## config.mk

```make
export PLATFORM = sky130hd
export DESIGN_NAME = wb_arbiter2
export DESIGN_NICKNAME = d
export VERILOG_FILES = /design/src/rtl/wb_arbiter2.sv
export SDC_FILE = /design/constraint.sdc
export NUM_CORES = 1
export LEC_CHECK = 0
export ABC_AREA = 1
export BUFFER_PORTS_ARGS = -buffer_cell sky130_fd_sc_hd__buf_2
export CELL_PAD_IN_SITES_DETAIL_PLACEMENT = 1
export CELL_PAD_IN_SITES_GLOBAL_PLACEMENT = 2
export CORE_UTILIZATION = 10
export CTS_CLUSTER_DIAMETER = 150
export DETAILED_ROUTE_END_ITERATION = 8
export MAX_ROUTING_LAYER = met4
export PLACE_DENSITY_LB_ADDON = 0.1
export SLEW_MARGIN = 20
export SYNTH_ARGS = -nofsm -noshare
export SYNTH_HDL_FRONTEND = slang
export SYNTH_SLANG_ARGS = --single-unit
```

## constraint.sdc

```tcl
create_clock -name clk -period 1.97 [get_ports clk]
set_clock_uncertainty 0.2 [all_clocks]
set_input_delay 0.0985 -clock clk [delete_from_list [all_inputs] [get_ports clk]]
set_output_delay 0.0985 -clock clk [all_outputs]
set_load 0.03 [all_outputs]
```

## src/rtl/wb_arbiter2.sv

```systemverilog
// Two-master to one-slave pipelined Wishbone arbiter. It grants whole cyc tenures and
// caps the number of accepted-but-unacked transfers at MAX_OUTSTANDING.
//
// state    | meaning
// ST_IDLE  | no owner; slave side quiet, requesters stalled
// ST_OWN0  | master 0 owns the slave until it drops cyc
// ST_OWN1  | master 1 owns the slave until it drops cyc
module wb_arbiter2 #(
    parameter int MAX_OUTSTANDING = 4,
    parameter int ROUND_ROBIN     = 1
) (
    input  logic        clk,
    input  logic        rst,

    input  logic        m0_wb_cyc,
    input  logic        m0_wb_stb,
    input  logic        m0_wb_wr_en,
    input  logic [31:0] m0_wb_addr,
    input  logic [31:0] m0_wb_wr_data,
    input  logic [3:0]  m0_wb_wr_sel,
    output logic        m0_wb_ack,
    output logic        m0_wb_stall,
    output logic [31:0] m0_wb_rd_data,

    input  logic        m1_wb_cyc,
    input  logic        m1_wb_stb,
    input  logic        m1_wb_wr_en,
    input  logic [31:0] m1_wb_addr,
    input  logic [31:0] m1_wb_wr_data,
    input  logic [3:0]  m1_wb_wr_sel,
    output logic        m1_wb_ack,
    output logic        m1_wb_stall,
    output logic [31:0] m1_wb_rd_data,

    output logic        s_wb_cyc,
    output logic        s_wb_stb,
    output logic        s_wb_wr_en,
    output logic [31:0] s_wb_addr,
    output logic [31:0] s_wb_wr_data,
    output logic [3:0]  s_wb_wr_sel,
    input  logic        s_wb_ack,
    input  logic        s_wb_stall,
    input  logic [31:0] s_wb_rd_data
);

    localparam int CNT_W = $clog2(MAX_OUTSTANDING + 1);
    localparam logic [CNT_W-1:0] CNT_MAX = CNT_W'(MAX_OUTSTANDING);
    localparam logic [CNT_W-1:0] CNT_ONE = CNT_W'(1);

    localparam logic [1:0] ST_IDLE = 2'd0;
    localparam logic [1:0] ST_OWN0 = 2'd1;
    localparam logic [1:0] ST_OWN1 = 2'd2;

    logic [1:0]       state, state_nxt;
    logic             last, last_nxt;
    logic [CNT_W-1:0] cnt, cnt_nxt;
    logic             full;
    logic             accept;
    logic             retire;

    assign full   = (cnt == CNT_MAX);
    assign accept = s_wb_stb & ~s_wb_stall;
    // an ack with nothing outstanding must not wrap the counter
    assign retire = s_wb_ack & (cnt != '0);

    assign m0_wb_rd_data = s_wb_rd_data;
    assign m1_wb_rd_data = s_wb_rd_data;

    always_comb begin
        s_wb_cyc     = 1'b0;
        s_wb_stb     = 1'b0;
        s_wb_wr_en   = 1'b0;
        s_wb_addr    = '0;
        s_wb_wr_data = '0;
        s_wb_wr_sel  = '0;
        m0_wb_ack    = 1'b0;
        m1_wb_ack    = 1'b0;
        m0_wb_stall  = m0_wb_cyc;
        m1_wb_stall  = m1_wb_cyc;
        if (state == ST_OWN0) begin
            s_wb_cyc     = m0_wb_cyc;
            s_wb_stb     = m0_wb_stb & ~full;
            s_wb_wr_en   = m0_wb_wr_en;
            s_wb_addr    = m0_wb_addr;
            s_wb_wr_data = m0_wb_wr_data;
            s_wb_wr_sel  = m0_wb_wr_sel;
            m0_wb_stall  = s_wb_stall | full;
            m0_wb_ack    = s_wb_ack;
        end else if (state == ST_OWN1) begin
            s_wb_cyc     = m1_wb_cyc;
            s_wb_stb     = m1_wb_stb & ~full;
            s_wb_wr_en   = m1_wb_wr_en;
            s_wb_addr    = m1_wb_addr;
            s_wb_wr_data = m1_wb_wr_data;
            s_wb_wr_sel  = m1_wb_wr_sel;
            m1_wb_stall  = s_wb_stall | full;
            m1_wb_ack    = s_wb_ack;
        end
    end

    always_comb begin
        state_nxt = state;
        last_nxt  = last;
        cnt_nxt   = cnt;
        if (accept && !retire) begin
            cnt_nxt = cnt + CNT_ONE;
        end else if (retire && !accept) begin
            cnt_nxt = cnt - CNT_ONE;
        end
        case (state)
            ST_IDLE: begin
                if (m0_wb_cyc && m1_wb_cyc) begin
                    // last resets to 1 so m0 wins the first contention
                    state_nxt = (ROUND_ROBIN != 0 && !last) ? ST_OWN1 : ST_OWN0;
                end else if (m0_wb_cyc) begin
                    state_nxt = ST_OWN0;
                end else if (m1_wb_cyc) begin
                    state_nxt = ST_OWN1;
                end
            end
            ST_OWN0: begin
                if (!m0_wb_cyc) begin
                    state_nxt = ST_IDLE;
                    last_nxt  = 1'b0;
                    cnt_nxt   = '0;
                end
            end
            ST_OWN1: begin
                if (!m1_wb_cyc) begin
                    state_nxt = ST_IDLE;
                    last_nxt  = 1'b1;
                    cnt_nxt   = '0;
                end
            end
            default: begin
                state_nxt = ST_IDLE;
                cnt_nxt   = '0;
            end
        endcase
    end

    always_ff @(posedge clk) begin
        if (!rst) begin
            state <= ST_IDLE;
            last  <= 1'b1;
            cnt   <= '0;
        end else begin
            state <= state_nxt;
            last  <= last_nxt;
            cnt   <= cnt_nxt;
        end
    end

endmodule

```

---- Word-level counts from Yosys, hierarchy flattened ----
Index checks and enable logic that the tools add are counted.
word-level totals
  RAM bits ................................ 0
  input bits .............................. 178
  output and inout port bits .............. 139
  bits in latches ......................... 0
  memory bits (read-only) ................. 0
  bits in registers ....................... 6
  memories ................................ 0
operators by class
  bitwise operators ....................... 7
  $mul .................................... 0
  div/mod/pow operators ................... 0
  reduce and logical (&&, ||, !) cells .... 10
  add/sub/neg operators ................... 2
  multiplexer cells ....................... 33
  $lt $le $gt $ge ......................... 0
  equal/unequal tests ..................... 6
  shift-type cells ........................ 0
operators with widths
  operator                                           count
  two-way mux 32 bit                                 4
  two-way mux 1 bit                                  14
  two-way mux 2 bit                                  6
  two-way mux 3 bit                                  4
  one-hot mux 3 bit (3 select lines)                 1
  two-way mux 4 bit                                  2
  one-hot mux 2 bit (3 select lines)                 1
  AND reduction 3 bit                                2
  AND 1 bit                                          4
  != test 2 bit (second input constant)              2
  != test 4 bit (second input constant)              1
  adder 3 x 1 -> 3 bit (second input constant)       1
  == test 3 bit (second input constant)              1
  logical AND 1 bit                                  3
  nonzero test 3 bit                                 1
  subtractor 3 x 1 -> 3 bit (second input constant)  1
  == test 2 x 1 -> 1 bit (second input constant)     1
  == test 2 bit (second input constant)              1
  logical NOT 1 bit                                  2
  logical NOT 2 bit                                  1
  NOT 1 bit                                          2
  one-hot mux 1 bit (2 select lines)                 1
  nonzero test 2 bit                                 1
  OR 1 bit                                           1

---- Depth between registers and ports, before layout ----
Gate-level depths: netlist of run 1.
  depth in word-level cells ............... 12
  gate-level depth with buffers ........... 10
  mapped depth without buffers ............ 10

---- Least setup slack after synthesis of run 1 ----
No wires, ideal clock.
  path kind ............................... register to output
  start point ............................. reg state[1]
  end point ............................... out m0_wb_stall
  buffers on the path ..................... 1
  required time ........................... 1.671 ns
  setup slack ............................. 0.199 ns
  stages on the path, launching flop included .. 6
  data arrival time ....................... 1.473 ns
  path through ............................ dfxtp_1 -> inv_2 -> nand2_2 -> inv_2 -> buf_2 -> o21ai_0
on the way
  word-level cells in the longest chain between the ends .. 2
ends and longest elaborated chain
  what                    RTL line  RTL
  start, declared         54        logic [1:0] state, state_nxt;
  start signal, assigned  148       state <= state_nxt;
  == test 2 x 1 -> 1 bit  80        if (state == ST_OWN0) begin
  two-way mux 1 bit       80
  end, declared           22        output logic m0_wb_stall,
No other way between the ends.

---- Worst setup path in the final report of run 1 ----
  start point ............................. reg state[0]
  end point ............................... out s_wb_wr_sel[1]
on the way
  word-level cells in the longest chain between the ends .. 3
  elaborated cells between the ends (all ways) .. 4
  classes of those cells .................. 2 x eq/ne; 2 x mux
ends and longest elaborated chain
  what                   RTL line  RTL
  == test 2 bit          89        end else if (state == ST_OWN1) begin
  two-way mux 4 bit      89
  two-way mux 4 bit (*)  80
  end, declared          40        output logic [3:0] s_wb_wr_sel,
Every way passes the cells marked *; elsewhere a longest branch is shown, timed or not.

==> flow_summary_export.csv, run 1 <==
group,metric,value,unit
floorplan,dieWidth,130.2,µm
finish,post-route-util,18.92,%
route,met1_length,4538,µm
critical_path,slowest_stage,"dfxtp_1",
route,wl_met2,5591,µm
yosys,yosysWarnings,0,
placed_design,port_buffers,220,
finish,mostFrequentLayoutCell,"buf_2",
finish,area_growth,83.49,%
yosys,ys_seq_area_share,7.306,%
yosys,postSynthAreaPerCell,7.406,µm²
clocking,cts_buffers,3,
route,detail-route-antenna-nets,0,
critical_path,crit_chain,"nand2_2, inv_4, buf_12, a22o_1, buf_2",
floorplan,rows,46,
placed_design,hpwl,8873,µm
flow_run,cap_viol_max_count,0,
clocking,clock_sinks,6,
finish,nets,592,
sta,period_share,95.07,%
sta,slew_headroom,56.13,%
critical_path,crit_type,"reg2out",
critical_path,cpPeakStageDelay,0.40,ns
floorplan,core,15940,µm²
critical_path,reg2reg_depth,4,
critical_path,worstReg2RegStart,"state[0]",
grt,track_usage,11.34,%
floorplan,start_util,10.31,%
clocking,cts_tree,"done",
critical_path,critPathMaxFanout,26,
placed_design,gp_congestion,0.7020,
grt,grt_antenna_before_repair,1,
critical_path,worstReg2RegEnd,"last",
clocking,cts_buffer_depth,2,
critical_path,cp-start-kind,"flip-flop",
sta,grt_setup_unrepaired,"no",
clocking,h-tree-depth,1,
yosys,ys_types,22,
sta,drv_slew,0,
route,wl_met3,762,µm
yosys,syn_inst,222,
sta,setup_viol,0,
pwr,powerDensity,488.0,nW/µm²
pwr,max-vdd-ir-drop,0.2724,mV
route,drc_errors,0,
critical_path,endpoint,"s_wb_wr_sel[1]",
floorplan,die-height,130.2,µm
clocking,clk_pin_slew,0.04,ns
finish,final_cell_mix,"buf_2, a22o_1, dlygate4sd3_1",
sta,fmax,0.5339,GHz
pwr,leakage,0.001691,µW
critical_path,end_kind,"primary output",
sta,tns,0,ns
grt,grt_pass1_wl,13770,µm
finish,layout-drive-gt1-share,60.15,%
status,outcome,"finished clean",
yosys,syn_area,1644,µm²
yosys,syn-num-nets,403,
route,routed.top_layer,"met4",
clocking,root_buffer,"clkbuf_16",
floorplan,dieArea,16960,µm²
grt,grt_max_degree,52,
sta,period_needed,1.873,ns
clocking,worstSkewPairLatency,0.23,ns
route,wire_per_inst,17.48,µm
critical_path,cp.required,1.67,ns
critical_path,cp_top_family,"buffers and inverters",
grt,grt_pass1_vias,2233,
sta,final-hold-violation-count,0,
critical_path,r2r_slack,0.24,ns
critical_path,crit_buf_inv,3,
route,dr.pass1.iters,5,
critical_path,crit_start,"state[0]",
floorplan,top_level_ports,317,
yosys,ys_ff_latch,6,
critical_path,cp.depth,5,
min_path,hp-class,"in2reg",
route,vias_per_cell,3.681,
grt,globalRouteOverflowTotal,0,
route,wirelength,10940,µm
route,drt_iter0_markers,42,
finish,n_fill_cell,1980,
route,vias,2304,
sta,tightest_slew,0.6560,ns
critical_path,worst_ep_arrival_time,1.57,ns
-- through the flow --
stage | std cells | total power [µW] | area (µm²) | hold WS, ns | worst slack, ns
6_report | 626 | 1472 | 3017 | 0.08852 | 0.09703
3_3_place_gp | 585 | 917.9 | 2540 | -0.002701 | 0.2692
4_1_cts | 624 | 1482 | 2979 | 0.09392 | 0.01539
3_5_place_dp | 585 | 913.7 | 2540 | -0.002701 | 0.2419
2_1_floorplan | 222 | 830.1 | 1644 | -0.002859 | 0.1985
5_1_grt | 626 | 1565 | 3017 | 0.1212 | 0.02740
-- flip-flops by register name (all words and copies together), names as in the netlist --
name,flops
state,2
last,1
cnt,3
-- layout make-up --
| cell class | count | area [µm²] | area share (%) |
|---|---|---|---|
| antenna | 1 | 2.502 | 0.08295 |
| clock buffer | 3 | 75.07 | 2.489 |
| inverter | 18 | 72.57 | 2.406 |
| multi-input combinational | 120 | 905.9 | 30.03 |
| sequential | 6 | 121.4 | 4.023 |
| tap | 216 | 270.3 | 8.959 |
| timing repair buffer | 262 | 1569 | 52.01 |
-- tightest hold or removal path, delay by kind of cell --
kind / cells / cell delay, ns
AOI/OAI and AO/OA: 1 / 0.09
buffers and inverters: 2 / 0.18
and+or+nand+nor: 1 / 0.09
-- power by group --
part	internal (µW)	total, µW	leakage (µW)	switching, µW
combinational	347	988	0.00160	641
clock	262	342	0.0000370	80.2
sequential	133	143	0.0000495	9.26
total	742	1470	0.00169	731
-- worst min-delay path by stage --
stage / start / to / slack [ns] / depth (start not counted)
5_1_grt: m1_wb_cyc / state[0] / 0.12 / 4
3_5_place_dp: s_wb_rd_data[20] / m0_wb_rd_data[20] / -0.003 / 0
4_1_cts: m1_wb_cyc / state[0] / 0.09 / 4
6_report: m1_wb_cyc / state[0] / 0.09 / 4
2_1_floorplan: rst / last / -0.003 / 1
3_3_place_gp: s_wb_rd_data[20] / m0_wb_rd_data[20] / -0.003 / 0
-- timing repair --
action / 4_1_cts / 5_1_grt
gates cloned: 0 / 1
setup buffers: 0 / 0
hold buffers: 36 / 0
endpoints found under the setup margin: 3 / 64
resized for setup: 1 / 5
pin swaps: 0 / 0
endpoints found under the hold margin: 67 / 0
-- cell usage after synthesis --
master | count | area share (%)
o21ai_0 | 3 | 0.91
inv_2 | 5 | 1.1
nand3_2 | 2 | 1.2
nand2_1 | 13 | 3.0
a31oi_1 | 1 | 0.38
nand4_2 | 1 | 0.76
dfxtp_1 | 6 | 7.3
a21oi_2 | 1 | 0.53
buf_4 | 64 | 29
nand4_1 | 2 | 0.76
inv_1 | 13 | 3.0
o211ai_1 | 1 | 0.46
o21ai_1 | 1 | 0.30
a22o_1 | 69 | 37
a2111oi_0 | 1 | 0.53
buf_2 | 14 | 4.3
nand2_2 | 5 | 1.9
o22ai_2 | 1 | 0.76
ha_1 | 3 | 2.3
nor2_4 | 1 | 0.68
nor2_1 | 9 | 2.1
nand3_1 | 6 | 1.8
-- cells by family (layout without fill, tap and decap cells) --
kind of cell,after synthesis,after routing,share of synthesized area (%)
buf+inv,96,283,37.60
compound gates,78,78,40.64
simple gates,39,39,12.18
flops,6,6,7.306
fa+ha+maj,3,3,2.283
other cells,0,1,0
-- layer usage --
| layer | vias up | global-route usage, % |
|---|---|---|
| met3 | 4 | 1.968 |
| met2 | 127 | 19.34 |
| met4 | 0 | 1.231 |
| met5 | - | - |
| li1 | 1115 | - |
| met1 | 1058 | 14.31 |
Power figures use the tool's default switching activity.
==> run 2, diff against run 1 <==
ABC_CLOCK_PERIOD_IN_PS = 1800   (was not set)
clock period = 1.8 ns   (was 1.97 ns; I/O delays follow)
==> flow_summary_export.csv, run 2 (synthesized netlist as in run 1, its figures left out) <==
group,metric,value,unit
clocking,worstSkewPairLatency,0.23,ns
critical_path,cp_top_family,"buffers and inverters",
grt,globalRouteOverflowTotal,0,
sta,grt_setup_unrepaired,"yes",
pwr,leakage,0.001734,µW
finish,seq_area,125.1,µm²
placed_design,placed_cells,585,
pwr,switchingPower,797.1,µW
sta,tightest_slew,0.6578,ns
finish,nets,594,
grt,track_usage,11.43,%
floorplan,rows,46,
clocking,root_buffer,"clkbuf_16",
floorplan,dieWidth,130.2,µm
critical_path,r2r_slack,0.15,ns
route,wirelength,10990,µm
pwr,powerDensity,517.1,nW/µm²
min_path,min_to,"cnt[2]",
finish,final_cell_mix,"buf_2, a22o_1, dlygate4sd3_1",
finish,n_fill_cell,1962,
route,drt_iter0_markers,55,
sta,final-hold-violation-count,0,
route,drc_errors,0,
route,vias_per_cell,3.713,
sta,period_needed,1.729,ns
floorplan,dieArea,16960,µm²
floorplan,start_util,10.31,%
critical_path,reg2reg_depth,10,
sta,tns,0,ns
pwr,sequentialPowerShare,9.5,%
critical_path,cp.required,1.51,ns
floorplan,core,15940,µm²
sta,period_share,96.03,%
pwr,comb_power_share,68.6,%
clocking,cts_tree,"done",
critical_path,cp-start-kind,"flip-flop",
finish,top_regs,"cnt x3, state x2, last x1",
finish,layout-drive-gt1-share,62.04,%
sta,setup_viol,0,
pwr,switching_share,48.27,%
grt,grt_antenna_before_repair,3,
floorplan,die-height,130.2,µm
route,detail-route-antenna-nets,0,
placed_design,port_buffers,220,
min_path,worstHoldPathCells,6,
critical_path,worstReg2RegStart,"cnt[0]",
status,outcome,"finished clean",
sta,fmax,0.5785,GHz
floorplan,top_level_ports,317,
clocking,clk_pin_slew,0.03,ns
sta,drv_slew,0,
clocking,clock_sinks,6,
min_path,hold_path.startpoint,"s_wb_stall",
route,dr.pass1.iters,4,
min_path,hp-class,"in2reg",
sta,slew_headroom,56.00,%
finish,largest_reg_flops,3,
finish,post-route-util,20.03,%
critical_path,crit_buf_inv,4,
critical_path,cpPeakStageDelay,0.36,ns
finish,multi_input_area,947.2,µm²
placed_design,hpwl,8833,µm
pwr,max-vdd-ir-drop,0.2598,mV
critical_path,critPathMaxFanout,29,
grt,grt_max_degree,44,
finish,largest_register,"cnt",
flow_run,cap_viol_max_count,0,
grt,grt_pass1_wl,13900,µm
pwr,intPower,854.1,µW
critical_path,crit_chain,"inv_2, nand2_4, inv_6, buf_12, a22o_1, clkbuf_4",
clocking,cts_buffers,3,
critical_path,worstReg2RegEnd,"cnt[1]",
grt,grt_pass1_vias,2284,
clocking,h-tree-depth,1,
route,vias,2339,
critical_path,slowest_stage,"dfxtp_4",
pwr,p_clk_share,21.8,%
placed_design,gp_congestion,0.7309,
clocking,cts_buffer_depth,2,
finish,mostFrequentLayoutCell,"buf_2",
route,wire_per_inst,17.45,µm
critical_path,crit_start,"state[1]",
critical_path,worst_ep_arrival_time,1.44,ns
finish,area_growth,94.22,%
critical_path,end_kind,"primary output",
finish,stdcell_count,630,
sta,holdWs,0.1540,ns
critical_path,crit_type,"reg2out",
[run 2: cell count changes in the layout (fill, tap and decap cells not counted), moves of 3 or more]
cell / previous run / this run
buf_2: 220 / 188
buf_4: 0 / 20
clkbuf_4: 0 / 13
a22o_1: 69 / 66
a22o_4: 0 / 3
[run 2: how the worst max path moves through the flow]
stage                       end  cells after the start
2_1_floorplan       m0_wb_stall                      5
3_3_place_gp     s_wb_wr_sel[1]                      6
3_5_place_dp             cnt[1]                     10
4_1_cts         s_wb_wr_data[1]                      6
5_1_grt        s_wb_wr_data[20]                      6
6_report       s_wb_wr_data[27]                      6
[run 2: area by class of cell]
| cell class | count | area share, % |
|---|---|---|
| Clock buffer | 3 | 2.351 |
| Antenna cell | 3 | 0.2351 |
| Tap cell | 216 | 8.464 |
| Sequential cell | 6 | 3.918 |
| Inverter | 18 | 2.351 |
| Timing Repair Buffer | 264 | 53.02 |
| Multi-Input combinational cell | 120 | 29.66 |
[run 2: what timing repair did]
item                                   CTS  global route
pin swaps                                1             1
gates cloned                             1             1
buffers inserted                         1             0
hold buffers                            36             0
resized for setup                       22            32
endpoints found under the hold margin   67             0
setup endpoints to repair               71            61
[run 2: stage by stage]
step / power, µW / area (µm²) / worst slack [ns]
after floorplan: 908.5 / 1644 / 0.03700
after global placement: 1006 / 2540 / 0.1334
after detailed placement: 1003 / 2540 / 0.1062
after CTS: 1644 / 3072 / 0.0005282
after global routing: 1752 / 3193 / -0.009280
final: 1651 / 3193 / 0.07137
[run 2: power by group through the flow]
stage / clock network, µW / logic [µW] / registers, µW
finish: 360 / 1130 / 158
CTS: 371 / 1120 / 156
global placement: 0 / 847 / 158
floorplan: 0 / 753 / 156
detailed placement: 0 / 845 / 158
global route: 378 / 1210 / 160
[run 2: metal layers]
metal | track usage (%) | part of all wire (%) | up-vias
met2 | 20.53 | 52 | 124
met1 | 13.48 | 40 | 1088
li1 | - | - | 1123
met5 | - | 0 | -
met4 | 1.231 | 0.44 | 0
met3 | 2.214 | 7.3 | 4
[run 2: worst reg2reg max path, cell delays in order, from the launching register on]
cell,delay (ns)
dfxtp_1,0.36
inv_2,0.07
ha_1,0.22
nand2_2,0.10
nand2_1,0.09
nor2_4,0.13
nand3_2,0.11
nor2_1,0.10
nor2_1,0.04
nand2_1,0.07
nor2_1,0.04
